<file path="config.mk">
export PLATFORM = sky130hd
export DESIGN_NAME = riscv_hazard_ctrl
export DESIGN_NICKNAME = d
export VERILOG_FILES = /design/src/rtl/riscv_hazard_ctrl.sv
export SDC_FILE = /design/constraint.sdc
export NUM_CORES = 1
export LEC_CHECK = 0
export BUFFER_PORTS_ARGS = -buffer_cell sky130_fd_sc_hd__buf_2
export CAP_MARGIN = 20
export CORE_ASPECT_RATIO = 0.6
export CORE_UTILIZATION = 48
export CTS_CLUSTER_DIAMETER = 50
export DETAILED_ROUTE_END_ITERATION = 10
export GPL_TIMING_DRIVEN = 0
export PLACE_DENSITY_LB_ADDON = 0.25
export SYNTH_ARGS = -nofsm -noshare
export SYNTH_HDL_FRONTEND = slang
export SYNTH_SLANG_ARGS = --single-unit
</file>
<file path="constraint.sdc">
create_clock -name i_clk -period 1.6 [get_ports i_clk]
set_input_delay 0.16 -clock i_clk [delete_from_list [all_inputs] [get_ports i_clk]]
set_output_delay 0.16 -clock i_clk [all_outputs]
set_load 0.01 [all_outputs]
</file>
<file path="src/rtl/riscv_hazard_ctrl.sv">
// Pipeline hazard controller: load-use bubbles, branch flushes, data-memory wait
// freezing with a bus timeout that latches a sticky error until reset.
module riscv_hazard_ctrl #(
  parameter int DMEM_TIMEOUT = 255
) (
  input  logic        i_clk,
  input  logic        i_rstn,
  input  logic [4:0]  i_id_rs1,
  input  logic [4:0]  i_id_rs2,
  input  logic        i_id_use_rs1,
  input  logic        i_id_use_rs2,
  input  logic [4:0]  i_ex_rd,
  input  logic        i_ex_is_load,
  input  logic        i_ex_br_taken,
  input  logic        i_mem_req,
  input  logic        i_mem_ack,
  output logic        o_en_pc,
  output logic        o_en_ifid,
  output logic        o_en_idex,
  output logic        o_en_exmem,
  output logic        o_en_memwb,
  output logic        o_flush_ifid,
  output logic        o_flush_idex,
  output logic        o_bus_err,
  output logic [31:0] o_stall_cnt
);

  typedef enum logic [1:0] {S_RUN, S_WAIT, S_ERR} state_t;

  state_t      r_state;
  logic [7:0]  r_tcnt;
  logic        r_bus_err;
  logic [31:0] r_stall_cnt;

  logic w_mem_stall;
  logic w_load_use;

  assign w_mem_stall = i_mem_req & ~i_mem_ack;
  assign w_load_use  = i_ex_is_load & (i_ex_rd != 5'd0) &
                       ((i_id_use_rs1 & (i_id_rs1 == i_ex_rd)) |
                        (i_id_use_rs2 & (i_id_rs2 == i_ex_rd)));

  // Outputs stay low during reset and in ERR; a memory stall freezes everything,
  // and a taken branch outranks a load-use bubble since the ID instruction dies.
  always_comb begin
    o_en_pc      = 1'b0;
    o_en_ifid    = 1'b0;
    o_en_idex    = 1'b0;
    o_en_exmem   = 1'b0;
    o_en_memwb   = 1'b0;
    o_flush_ifid = 1'b0;
    o_flush_idex = 1'b0;
    if (i_rstn && r_state != S_ERR && !w_mem_stall) begin
      o_en_idex  = 1'b1;
      o_en_exmem = 1'b1;
      o_en_memwb = 1'b1;
      if (i_ex_br_taken) begin
        o_en_pc      = 1'b1;
        o_en_ifid    = 1'b1;
        o_flush_ifid = 1'b1;
        o_flush_idex = 1'b1;
      end else if (w_load_use) begin
        o_flush_idex = 1'b1;
      end else begin
        o_en_pc   = 1'b1;
        o_en_ifid = 1'b1;
      end
    end
  end

  always_ff @(posedge i_clk or negedge i_rstn) begin
    if (!i_rstn) begin
      r_state   <= S_RUN;
      r_tcnt    <= 8'd0;
      r_bus_err <= 1'b0;
    end else begin
      case (r_state)
        S_RUN: begin
          if (w_mem_stall) begin
            r_state <= S_WAIT;
            r_tcnt  <= 8'd1;
          end
        end
        S_WAIT: begin
          // Ack or a dropped request both release the wait; ack wins at timeout.
          if (!w_mem_stall) begin
            r_state <= S_RUN;
            r_tcnt  <= 8'd0;
          end else if (r_tcnt == 8'(DMEM_TIMEOUT)) begin
            r_state   <= S_ERR;
            r_bus_err <= 1'b1;
          end else begin
            r_tcnt <= r_tcnt + 8'd1;
          end
        end
        default: r_state <= S_ERR;
      endcase
    end
  end

  always_ff @(posedge i_clk or negedge i_rstn) begin
    if (!i_rstn)
      r_stall_cnt <= 32'd0;
    else if (r_state != S_ERR && !o_en_pc && r_stall_cnt != 32'hFFFF_FFFF)
      r_stall_cnt <= r_stall_cnt + 32'd1;
  end

  assign o_bus_err   = r_bus_err;
  assign o_stall_cnt = r_stall_cnt;

endmodule

</file>
# Word-level counts from Yosys, hierarchy flattened
# Cells that the tools add are included.
# op_classes
n_eq_ne	9
n_bitwise	7
n_reduce_logical	12
n_mux	17
n_addsub	2
# ops
op	count
$add 32x1->32 const B	1
$ne 32x32->1 const B	1
$mux 8	3
$pmux 8 s2	1
$eq 5x5->1	2
$mux 1	9
$add 8x1->8 const B	1
$eq 8x8->1 const B	1
$mux 2	3
$ne 3x3->1 const B	2
$reduce_and 3->1	2
$and 1x1->1	5
$reduce_bool 5->1	1
$logic_and 1x1->1	4
$ne 2x2->1 const B	2
$pmux 2 s2	1
$eq 2x1->1 const B	1
$logic_not 1->1	2
$logic_not 2->1	1
$reduce_and 2->1	1
$reduce_bool 2->1	1
$not 1->1	1
$or 1x1->1	1
# totals
word_cells	51
output_inout_bits	40
input_bits	23
reg_bits	43

# Depth between registers and ports, before layout
# Gate-level depths: netlist of the first run.
# depth
word_depth	10
ltp_mapped	8
ltp_nobuf	6

# Worst setup path before layout of the first run
# OpenSTA, ideal clock, no wires.
# synth_path
path_kind	register to register
start	reg r_stall_cnt[0] (netlist: o_stall_cnt[0])
end	reg r_stall_cnt[24] (netlist: o_stall_cnt[24])
synth_period_minus_slack_ns	1.791
arrival_ns	1.666
path_stages_with_launch	7
path_slack_ns	-0.191
path_buffers	0
required_ns	1.475
setup_time_ns	0.125
path_cell_list	dfrtp_1 -> ha_1 -> and3_2 -> and3_2 -> a31oi_4 -> nor2_2 -> mux2_4
# synth_via
elab_chain_len	2
word_cells_on_any_way	3
cone_classes	add/sub (1); eq/ne (1); reduce/logical (1)
# synth_lines
item	line	text
start, declared	33	logic [31:0] r_stall_cnt;
start signal, assigned	105	r_stall_cnt <= r_stall_cnt + 32'd1;
parallel branches: the longest is 2 deep, another holds $add 32x1->32	n/a	
# Several ways; the timed one is not identified.
# A chain may end at the register's enable or synchronous reset.

# Final worst setup path of the first run
# layout_path
start	reg r_stall_cnt[27] (netlist: o_stall_cnt[27])
end	reg r_stall_cnt[1] (netlist: o_stall_cnt[1])
# layout_via
elab_chain_len	2
# layout_lines
item	line	text
$ne 32x32->1	104	else if (r_state != S_ERR && !o_en_pc && r_stall_cnt != 32'hFFFF_FFFF)
$logic_and 1x1->1	104	
# No other way between the ends.

==> results of run 1 <==
==> stage by stage <==
step / setup slack (ps) / setup TNS, ps / util [%] / hold slack, ps
3_5_place_dp: -647 / -18990 / 60.8 / 383
3_3_place_gp: -638 / -18160 / 60.8 / 388
2_1_floorplan: -124 / -1200 / - / -136
5_1_grt: -510 / -13710 / 78.9 / -203
4_1_cts: -261 / -5370 / 71.1 / -122
6_report: -421 / -10280 / 78.9 / -238
==> worst reg2reg max path: stages (launching register included) <==
cell and delay (ps):
dfrtp_1 420, nand4_1 270, nor3_4 310, nand4_1 220, nand3_4 220, buf_8 170, mux2_4 300
==> worst paths after layout <==
path / slack [ps] / endpoint / depth (start not counted) / start
setup / recovery: -420 / o_stall_cnt[1]$_DFFE_PN0P_ / 6 / o_stall_cnt[27]$_DFFE_PN0P_
hold / removal: -240 / r_tcnt[3]$_DFFE_PN0P_ / 1 / i_rstn
setup reg to reg: -420 / o_stall_cnt[1]$_DFFE_PN0P_ / 6 / o_stall_cnt[27]$_DFFE_PN0P_
hold reg to reg: 470 / o_bus_err$_DFFE_PN0P_ / 1 / o_bus_err$_DFFE_PN0P_
max in group asynchronous: 1490 / o_stall_cnt[0]$_DFFE_PN0P_ / 1 / i_rstn
min in group i_clk: 350 / r_tcnt[2]$_DFFE_PN0P_ / 5 / i_mem_ack
==> layer usage <==
layer	track usage, %	up-vias	routed length (microns)
met4	6.37	0	269
li1	-	1119	-
met1	36.6	1188	3300
met5	0	-	0
met2	41.4	108	3820
met3	5.33	26	486
==> power groups by stage <==
stage	logic [mW]	clock network [mW]	registers, mW
after floorplan	0.600	0	1.41
after global placement	0.908	0	1.40
after detailed placement	0.932	0	1.40
after CTS	1.27	0.728	1.37
after global routing	1.66	0.800	1.39
final	1.56	0.740	1.38
==> layout by cell type, fill, tap and decap left out, types with 5 or more instances in the layout <==
master    count
inv_1         5
buf_4        47
buf_6         8
buf_2        59
nor2_1       21
clkbuf_8      6
nand4_1      13
xnor2_1      15
xor2_1       24
dfrtp_1      35
nand3_1      13
dfrtp_2       8
nor3_4        8
nand2_1      17
nor3_2        7
==> area by class of cell <==
cell class	instances	share of cell area (%)
inverter	5	0.505
multi-input combinational	190	44.2
clock inverter	1	0.135
clock buffer	7	2.32
buffer	5	1.42
tap	63	2.12
sequential	43	29.2
timing repair buffer	113	20.1
==> Yosys cell counts (2+ instances only) <==
| master | count | area share (%) |
|---|---|---|
| o21a_1 | 2 | 0.62 |
| nand2b_1 | 2 | 0.52 |
| o31ai_1 | 4 | 1.2 |
| nand2_1 | 18 | 2.8 |
| inv_1 | 5 | 0.77 |
| nand3_1 | 16 | 3.3 |
| and2_1 | 2 | 0.52 |
| and3_1 | 2 | 0.52 |
| nand4_1 | 13 | 3.4 |
| nor3_1 | 15 | 3.1 |
| a21oi_1 | 5 | 1.0 |
| nor2_1 | 26 | 4.0 |
| xor2_1 | 24 | 8.7 |
| buf_6 | 2 | 0.93 |
| o41ai_1 | 2 | 0.72 |
| buf_4 | 4 | 1.2 |
| o21ai_0 | 7 | 1.4 |
| and3_2 | 2 | 0.62 |
| nor4_1 | 6 | 1.5 |
| and4_1 | 2 | 0.72 |
| dfrtp_1 | 43 | 44 |
| xnor2_1 | 15 | 5.4 |
| ha_1 | 2 | 1.0 |
==> cell families (layout without fill, tap and decap cells) <==
logic type / after synthesis / after routing / synth area share, %
adders and majority gates: 2 / 2 / 1.03
muxes: 2 / 2 / 1.08
and+or+nand+nor: 117 / 117 / 26.8
buffers and inverters: 11 / 131 / 2.94
DFF: 43 / 43 / 44.4
AOI/OAI and AO/OA: 30 / 30 / 9.65
xor gates and xnor gates: 39 / 39 / 14.1
==> state kept, by name (all words and copies together) (netlist names) <==
name         count
o_bus_err        1
o_stall_cnt     32
r_tcnt           8
r_state          2
==> repair_timing <==
action	4_1_cts	5_1_grt
hold endpoints to repair	43	43
gates resized for setup	45	42
pin swaps	23	31
setup buffers	26	27
endpoints found under the setup margin	48	41
gates cloned	1	0
==> impl_metrics.csv, run 1 <==
group,metric,value,unit
timing,fmax,495,MHz
power_and_ir_drop,p_total,3.67,mW
finish,syn_to_final_growth,53.2,%
timing,setup_ws,-421,ps
synth,synth_seq_area_share,44.4,%
setup_path,crit_chain,"nand4_1, nor3_4, nand4_1, nand3_4, buf_8, mux2_4",
setup_path,cp_data_arrival_time,2210,ps
detailed_routing,antenna_left,0,
clock_tree,cts_tree,"yes",
timing,setup_viol,42,
setup_path,end_kind,"flip-flop",
clock_tree,ctsRootBufferMaster,"clkbuf_8",
timing,worst_pin_slew,579,ps
setup_path,slowest_stage,"dfrtp_1",
power_and_ir_drop,peakVddDrop,0.977,mV
setup_path,crit_top_cell,"nand4_1",
timing,whs,-238,ps
min_path,hold_path.class,"primary input to async pin",
detailed_routing,via_count,2441,
finish,regArea,1090,sq um
grt,antenna_found_initial,0,
synth,ys_seq_elements,43,
setup_path,crit_buf_inv,1,
setup_path,critical_path_required,1790,ps
grt,grt_pass1_vias,2128,
grt,grt_pass1_wl,10.6,mm
finish,drive_above_1_share,54.1,%
timing,rsz0062_at_grt,"yes",
clock_tree,clock_latency,300,ps
die,start_util,51.5,%
status,violations,"hold timing, setup timing",
power_and_ir_drop,switching_share,37.2,%
detailed_routing,drt_iter0_markers,231,
status,status,"finished, violations left",
clock_tree,htreeDepth,2,
finish,fillCellCount,294,
grt,globalRouteTotalUtil,25.9,%
die,die_w,93.7,microns
clock_tree,cts_buffers,5,
detailed_routing,dr.pass1.iters,4,
grt,grt_max_degree,47,
synth,synth_ff_type,"dfrtp_1",
synth,synth_area,2420,sq um
die,core,4710,sq um
power_and_ir_drop,power_frac_comb,42.4,%
flow_run,drv_cap,0,
grt,overflow,0,
synth,synth_cells,244,
power_and_ir_drop,p_per_area,989,nW/um^2
place,hpwlAfterDp,4.16,mm
timing,relSlewSlack,61.3,%
synth,synth_edf_count,0,
die,die_y,57.0,microns
place,dp_cells,369,
detailed_routing,drc_errors,0,
clock_tree,cts_sinks,43,
synth,syn-num-nets,269,
finish,multiInputGateArea,1640,sq um
power_and_ir_drop,seq_power_share,37.4,%
finish,nNetsFinal,388,
setup_path,cp_max_fo,7,
finish,stdcell_count,427,
timing,fin_skew,13.4,ps
synth,async_flop_share,100,%
place,io_buffer_count,62,
clock_tree,clkSlewWorstSetupHoldPaths,80,ps
power_and_ir_drop,switchingPower,1.37,mW
timing,slew_viol_final,0,
synth,avgSynthCellArea,9.93,sq um
detailed_routing,avgViaCountPerCell,5.72,
power_and_ir_drop,internal-power,2.31,mW
timing,hold_viol_final,43,
synth,yosysWarningCount,0,
timing,period_minus_slack,2020,ps
setup_path,crit_path_start_kind,"flip-flop",
power_and_ir_drop,p_leak,1.86,nW
detailed_routing,drt-total-wl,7.87,mm
die,die_area,5350,sq um
power_and_ir_drop,pwr-share-clk,20.1,%
finish,diodes,0,
clock_tree,cts_max_path_buffers,2,
finish,design_area,3710,sq um
die,io_pins,63,
timing,min_period_over_period,126,%
detailed_routing,wire_per_inst,18.4,microns
die,std_cell_rows,19,
synth,synth_cell_type_count,48,
place,place_area,2860,sq um
setup_path,critPathTopFamily,"simple AND/OR/NAND/NOR gates",
setup_path,crit_type,"flip-flop to flip-flop",
place,gp_congestion,0.805,
setup_path,cpPeakStageDelay,420,ps
Note: power is estimated with default switching activity, not from simulation.
==> run 2, diff against run 1 <==
CORE_MARGIN = 1   (was unset)
PLACE_DENSITY = 0.79   (was unset)
PLACE_DENSITY_LB_ADDON = unset   (was 0.25)
==> impl_metrics.csv, run 2 (synthesis gave the netlist of run 1 again) <==
group,metric,value,unit
die,std_cell_rows,19,
power_and_ir_drop,p_leak,1.98,nW
flow_run,drv_cap,0,
finish,mostFrequentLayoutCells,"buf_4 (61), buf_2 (55), dfrtp_1 (29)",
detailed_routing,drt_iter0_markers,355,
setup_path,cpPeakStageDelay,470,ps
die,die_area,5350,sq um
timing,min_period_over_period,125,%
die,die_y,57.0,microns
clock_tree,cts_buffers,5,
setup_path,crit_type,"flip-flop to flip-flop",
power_and_ir_drop,p_per_area,989,nW/um^2
place,io_buffer_count,62,
detailed_routing,drc_errors,0,
setup_path,critical_path_required,1820,ps
power_and_ir_drop,p_total,3.85,mW
clock_tree,clkSlewWorstSetupHoldPaths,90,ps
timing,setup_viol,45,
status,violations,"hold timing, setup timing",
place,place_area,2860,sq um
die,start_util,51.5,%
timing,rsz0062_at_grt,"yes",
timing,whs,-157,ps
setup_path,cp_data_arrival_time,2220,ps
die,io_pins,63,
clock_tree,clock_latency,310,ps
place,hpwlAfterDp,4.29,mm
detailed_routing,avgViaCountPerCell,6.23,
clock_tree,cts_max_path_buffers,2,
clock_tree,ctsRootBufferMaster,"clkbuf_8",
timing,setup_ws,-398,ps
timing,slew_viol_final,0,
detailed_routing,dr.pass1.iters,5,
status,status,"finished, violations left",
timing,worst_pin_slew,665,ps
setup_path,end_kind,"flip-flop",
die,core,4710,sq um
clock_tree,cts_tree,"yes",
timing,hold_viol_final,43,
place,gp_congestion,0.853,
place,pre_cts_slack,-637,ps
finish,syn_to_final_growth,60.7,%
setup_path,cp_max_fo,4,
setup_path,crit_path_start_kind,"flip-flop",
grt,grt_pass1_vias,2372,
timing,relSlewSlack,55.5,%
finish,nNetsFinal,406,
finish,fin_util,82.7,%
power_and_ir_drop,peakVddDrop,0.817,mV
detailed_routing,via_count,2773,
setup_path,rrSetupSlack,-400,ps
grt,grt_use_met2,44.9,%
grt,use_met1,42.8,%
timing,period_minus_slack,2000,ps
finish,drive_above_1_share,55.2,%
grt,top_usage_layer,"met2",
setup_path,crit_chain,"buf_4, buf_4, nand4_1, nor2_1, nand3_1, nor2_1, xor2_1",
grt,grt_pass1_wl,12.2,mm
finish,final_common_cell,"buf_4",
setup_path,slowest_stage,"nand4_1",
grt,globalRouteTotalUtil,29.9,%
detailed_routing,antenna_left,0,
timing,fin_skew,6.77,ps
grt,overflow,0,
grt,grt_max_degree,47,
grt,antenna_found_initial,0,
clock_tree,cts_sinks,43,
timing,tns,-9080,ps
detailed_routing,wire_per_inst,21.4,microns
finish,diodes,0,
finish,design_area,3890,sq um
min_path,hold_path.class,"primary input to async pin",
finish,largest_reg_flops,32,
grt,grtUsageMet3,5.73,%
die,die_w,93.7,microns
clock_tree,htreeDepth,2,
detailed_routing,drt-total-wl,9.50,mm
timing,fmax,500,MHz
run 2: what timing repair did:
item                                    CTS  global route
cloned                                    1             0
resized for setup                        54            38
endpoints found under the hold margin    43            43
endpoints found under the setup margin   47            46
pin swaps                                21            32
buffers inserted                         39            34
run 2: worst max-delay path, delay by kind of cell, from the launching register on:
family                 cells  cell delay (ps)
AND/OR/NAND/NOR            4             1040
buffers and inverters      2              230
flip-flops                 1              390
XOR/XNOR                   1              240
run 2: power by group:
group | internal, mW | switching (mW) | total, mW
logic | 0.825 | 0.913 | 1.74
registers | 1.21 | 0.168 | 1.38
clock network | 0.306 | 0.430 | 0.736
run 2: layout make-up:
class | count | area, sq um
multi-input combinational | 190 | 1630
sequential | 43 | 1090
timing repair buffer | 133 | 948
fill | 249 | 813
tap | 63 | 78.8
clock buffer | 6 | 72.6
buffer | 3 | 37.5
inverter | 5 | 18.8
clock inverter | 2 | 12.5
run 2: through the flow:
step	instances	hold slack [ps]
floorplan	244	-136
detailed placement	369	374
global placement	369	392
CTS	414	-144
global route	445	-116
finish	445	-157
run 2: metal layers:
metal	vias to the layer above	part of all wire, %
li1	1146	-
met1	1361	41
met2	229	45
met3	37	10
met5	-	0
met4	0	3.2
run 2: path summary, 6_finish.rpt:
kind	start	endpoint	cells after the start
max	o_stall_cnt[0]$_DFFE_PN0P_	o_stall_cnt[21]$_DFFE_PN0P_	7
min	i_rstn	o_stall_cnt[28]$_DFFE_PN0P_	1
max reg2reg	o_stall_cnt[0]$_DFFE_PN0P_	o_stall_cnt[21]$_DFFE_PN0P_	7
min reg2reg	o_bus_err$_DFFE_PN0P_	o_bus_err$_DFFE_PN0P_	1
max in group asynchronous	i_rstn	r_state[1]$_DFFE_PN0P_	1
min in group i_clk	i_ex_br_taken	o_stall_cnt[2]$_DFFE_PN0P_	4
==> run 3, diff against run 2 <==
CELL_PAD_IN_SITES_DETAIL_PLACEMENT = 1   (was unset)
CELL_PAD_IN_SITES_GLOBAL_PLACEMENT = 2   (was unset)
CORE_MARGIN = 3   (was 1)
CORE_UTILIZATION = 29   (was 48)
==> impl_metrics.csv, run 3 (synthesis gave the netlist of run 1 again) <==
group,metric,value,unit
clock_tree,ctsRootBufferMaster,"clkbuf_16",
setup_path,critPathTopFamily,"simple AND/OR/NAND/NOR gates",
clock_tree,htreeDepth,2,
setup_path,crit_chain,"nand4_1, nor2_2, nand4_1, nand3_4, buf_8, mux2_4",
die,die_area,9530,sq um
place,dp_cells,414,
setup_path,slowest_stage,"dfrtp_1",
detailed_routing,drt_iter0_markers,78,
power_and_ir_drop,p_leak,1.76,nW
place,hpwlAfterDp,4.94,mm
setup_path,cp_data_arrival_time,2080,ps
grt,grt_pass1_wl,12.0,mm
setup_path,critical_path_required,1770,ps
clock_tree,clock_latency,280,ps
timing,hold_viol_final,43,
power_and_ir_drop,peakVddDrop,0.458,mV
grt,antenna_found_initial,0,
die,core,8010,sq um
timing,min_period_over_period,119,%
finish,diodes,0,
finish,final_common_cell,"buf_2",
place,io_buffer_count,62,
detailed_routing,drt-total-wl,7.63,mm
power_and_ir_drop,p_per_area,1040,nW/um^2
grt,globalRouteTotalUtil,15.8,%
setup_path,crit_path_start_kind,"flip-flop",
clock_tree,cts_buffers,5,
power_and_ir_drop,seq_power_share,36.2,%
power_and_ir_drop,switching_share,34.9,%
setup_path,crit_buf_inv,1,
setup_path,cpPeakStageDelay,440,ps
setup_path,end_kind,"flip-flop",
power_and_ir_drop,power_frac_comb,36.9,%
place,place_area,2920,sq um
clock_tree,cts_tree,"yes",
die,die_w,124,microns
timing,period_minus_slack,1910,ps
setup_path,crit_top_cell,"nand4_1",
clock_tree,clkSlewWorstSetupHoldPaths,60,ps
timing,fin_skew,6.56,ps
die,io_pins,63,
timing,rsz0062_at_grt,"yes",
clock_tree,cts_sinks,43,
place,gp_congestion,0.761,
finish,design_area,3670,sq um
detailed_routing,wire_per_inst,16.8,microns
finish,drive_above_1_share,51.3,%
finish,mostFrequentLayoutCells,"buf_2 (57), dfrtp_1 (35), buf_4 (31)",
detailed_routing,antenna_left,0,
min_path,hold_path.class,"primary input to async pin",
timing,setup_ws,-309,ps
flow_run,drv_cap,0,
finish,fin_util,45.8,%
detailed_routing,avgViaCountPerCell,4.97,
finish,syn_to_final_growth,51.5,%
setup_path,cp_max_fo,5,
grt,grt_pass1_vias,2267,
power_and_ir_drop,switchingPower,1.34,mW
die,std_cell_rows,25,
clock_tree,cts_max_path_buffers,2,
timing,relSlewSlack,56.1,%
detailed_routing,via_count,2260,
detailed_routing,dr.pass1.iters,4,
timing,setup_viol,35,
power_and_ir_drop,p_total,3.83,mW
setup_path,crit_type,"flip-flop to flip-flop",
status,status,"finished, violations left",
detailed_routing,drc_errors,0,
timing,worst_pin_slew,656,ps
place,pre_cts_slack,-720,ps
power_and_ir_drop,internal-power,2.49,mW
finish,nNetsFinal,371,
die,start_util,30.3,%
grt,overflow,0,
timing,slew_viol_final,0,
finish,stdcell_count,455,
finish,largest_reg_flops,32,
timing,whs,-199,ps
timing,tns,-7250,ps
die,die_y,76.8,microns
grt,grt_max_degree,47,
timing,fmax,524,MHz
status,violations,"hold timing, setup timing",
power_and_ir_drop,pwr-share-clk,27.0,%
-- run 3: what timing repair did --
action                                 CTS  global route
buffers inserted                        17            19
endpoints found under the hold margin   43            43
pin swaps                               15            23
cloned                                   1             0
resized for setup                       42            40
setup endpoints to repair               48            46
-- run 3: metal layers --
| layer | vias to the layer above | routed length [microns] | track usage (%) |
|---|---|---|---|
| met1 | 1133 | 3770 | 24.0 |
| met5 | - | 0 | 0 |
| met4 | 0 | 50 | 3.93 |
| met3 | 2 | 357 | 3.54 |
| met2 | 47 | 3450 | 22.4 |
| li1 | 1078 | - | - |
-- run 3: power groups by stage --
stage / Clock [mW] / Combinational, mW / Sequential [mW]
global placement: 0 / 0.937 / 1.41
finish: 1.03 / 1.41 / 1.39
CTS: 1.06 / 1.20 / 1.40
detailed placement: 0 / 0.967 / 1.41
global route: 1.13 / 1.52 / 1.41
floorplan: 0 / 0.600 / 1.41
-- run 3: cell type report --
| type | instances | area (sq um) |
|---|---|---|
| buffer | 4 | 41.3 |
| clock buffer | 7 | 143 |
| clock inverter | 1 | 5.00 |
| fill | 911 | 4340 |
| inverter | 5 | 18.8 |
| multi-input combinational | 190 | 1610 |
| sequential | 43 | 1090 |
| tap | 108 | 135 |
| timing repair buffer | 97 | 631 |
-- run 3: worst paths after layout --
check | slack, ps | to | cells after the start | startpoint
worst max-delay path | -310 | o_stall_cnt[1]$_DFFE_PN0P_ | 6 | o_stall_cnt[17]$_DFFE_PN0P_
worst min-delay path | -200 | o_stall_cnt[15]$_DFFE_PN0P_ | 1 | i_rstn
worst max register to register | -310 | o_stall_cnt[1]$_DFFE_PN0P_ | 6 | o_stall_cnt[17]$_DFFE_PN0P_
worst min register to register | 470 | o_bus_err$_DFFE_PN0P_ | 1 | o_bus_err$_DFFE_PN0P_
max in group asynchronous | 1460 | r_state[0]$_DFFE_PN0P_ | 1 | i_rstn
min in group i_clk | 380 | r_tcnt[0]$_DFFE_PN0P_ | 4 | i_mem_ack
-- run 3: worst reg2reg max path, delay by kind of cell (launching register included) --
kind | cells | cell delay, ps
and+or+nand+nor | 4 | 910
buffers and inverters | 1 | 160
DFF | 1 | 440
muxes | 1 | 300
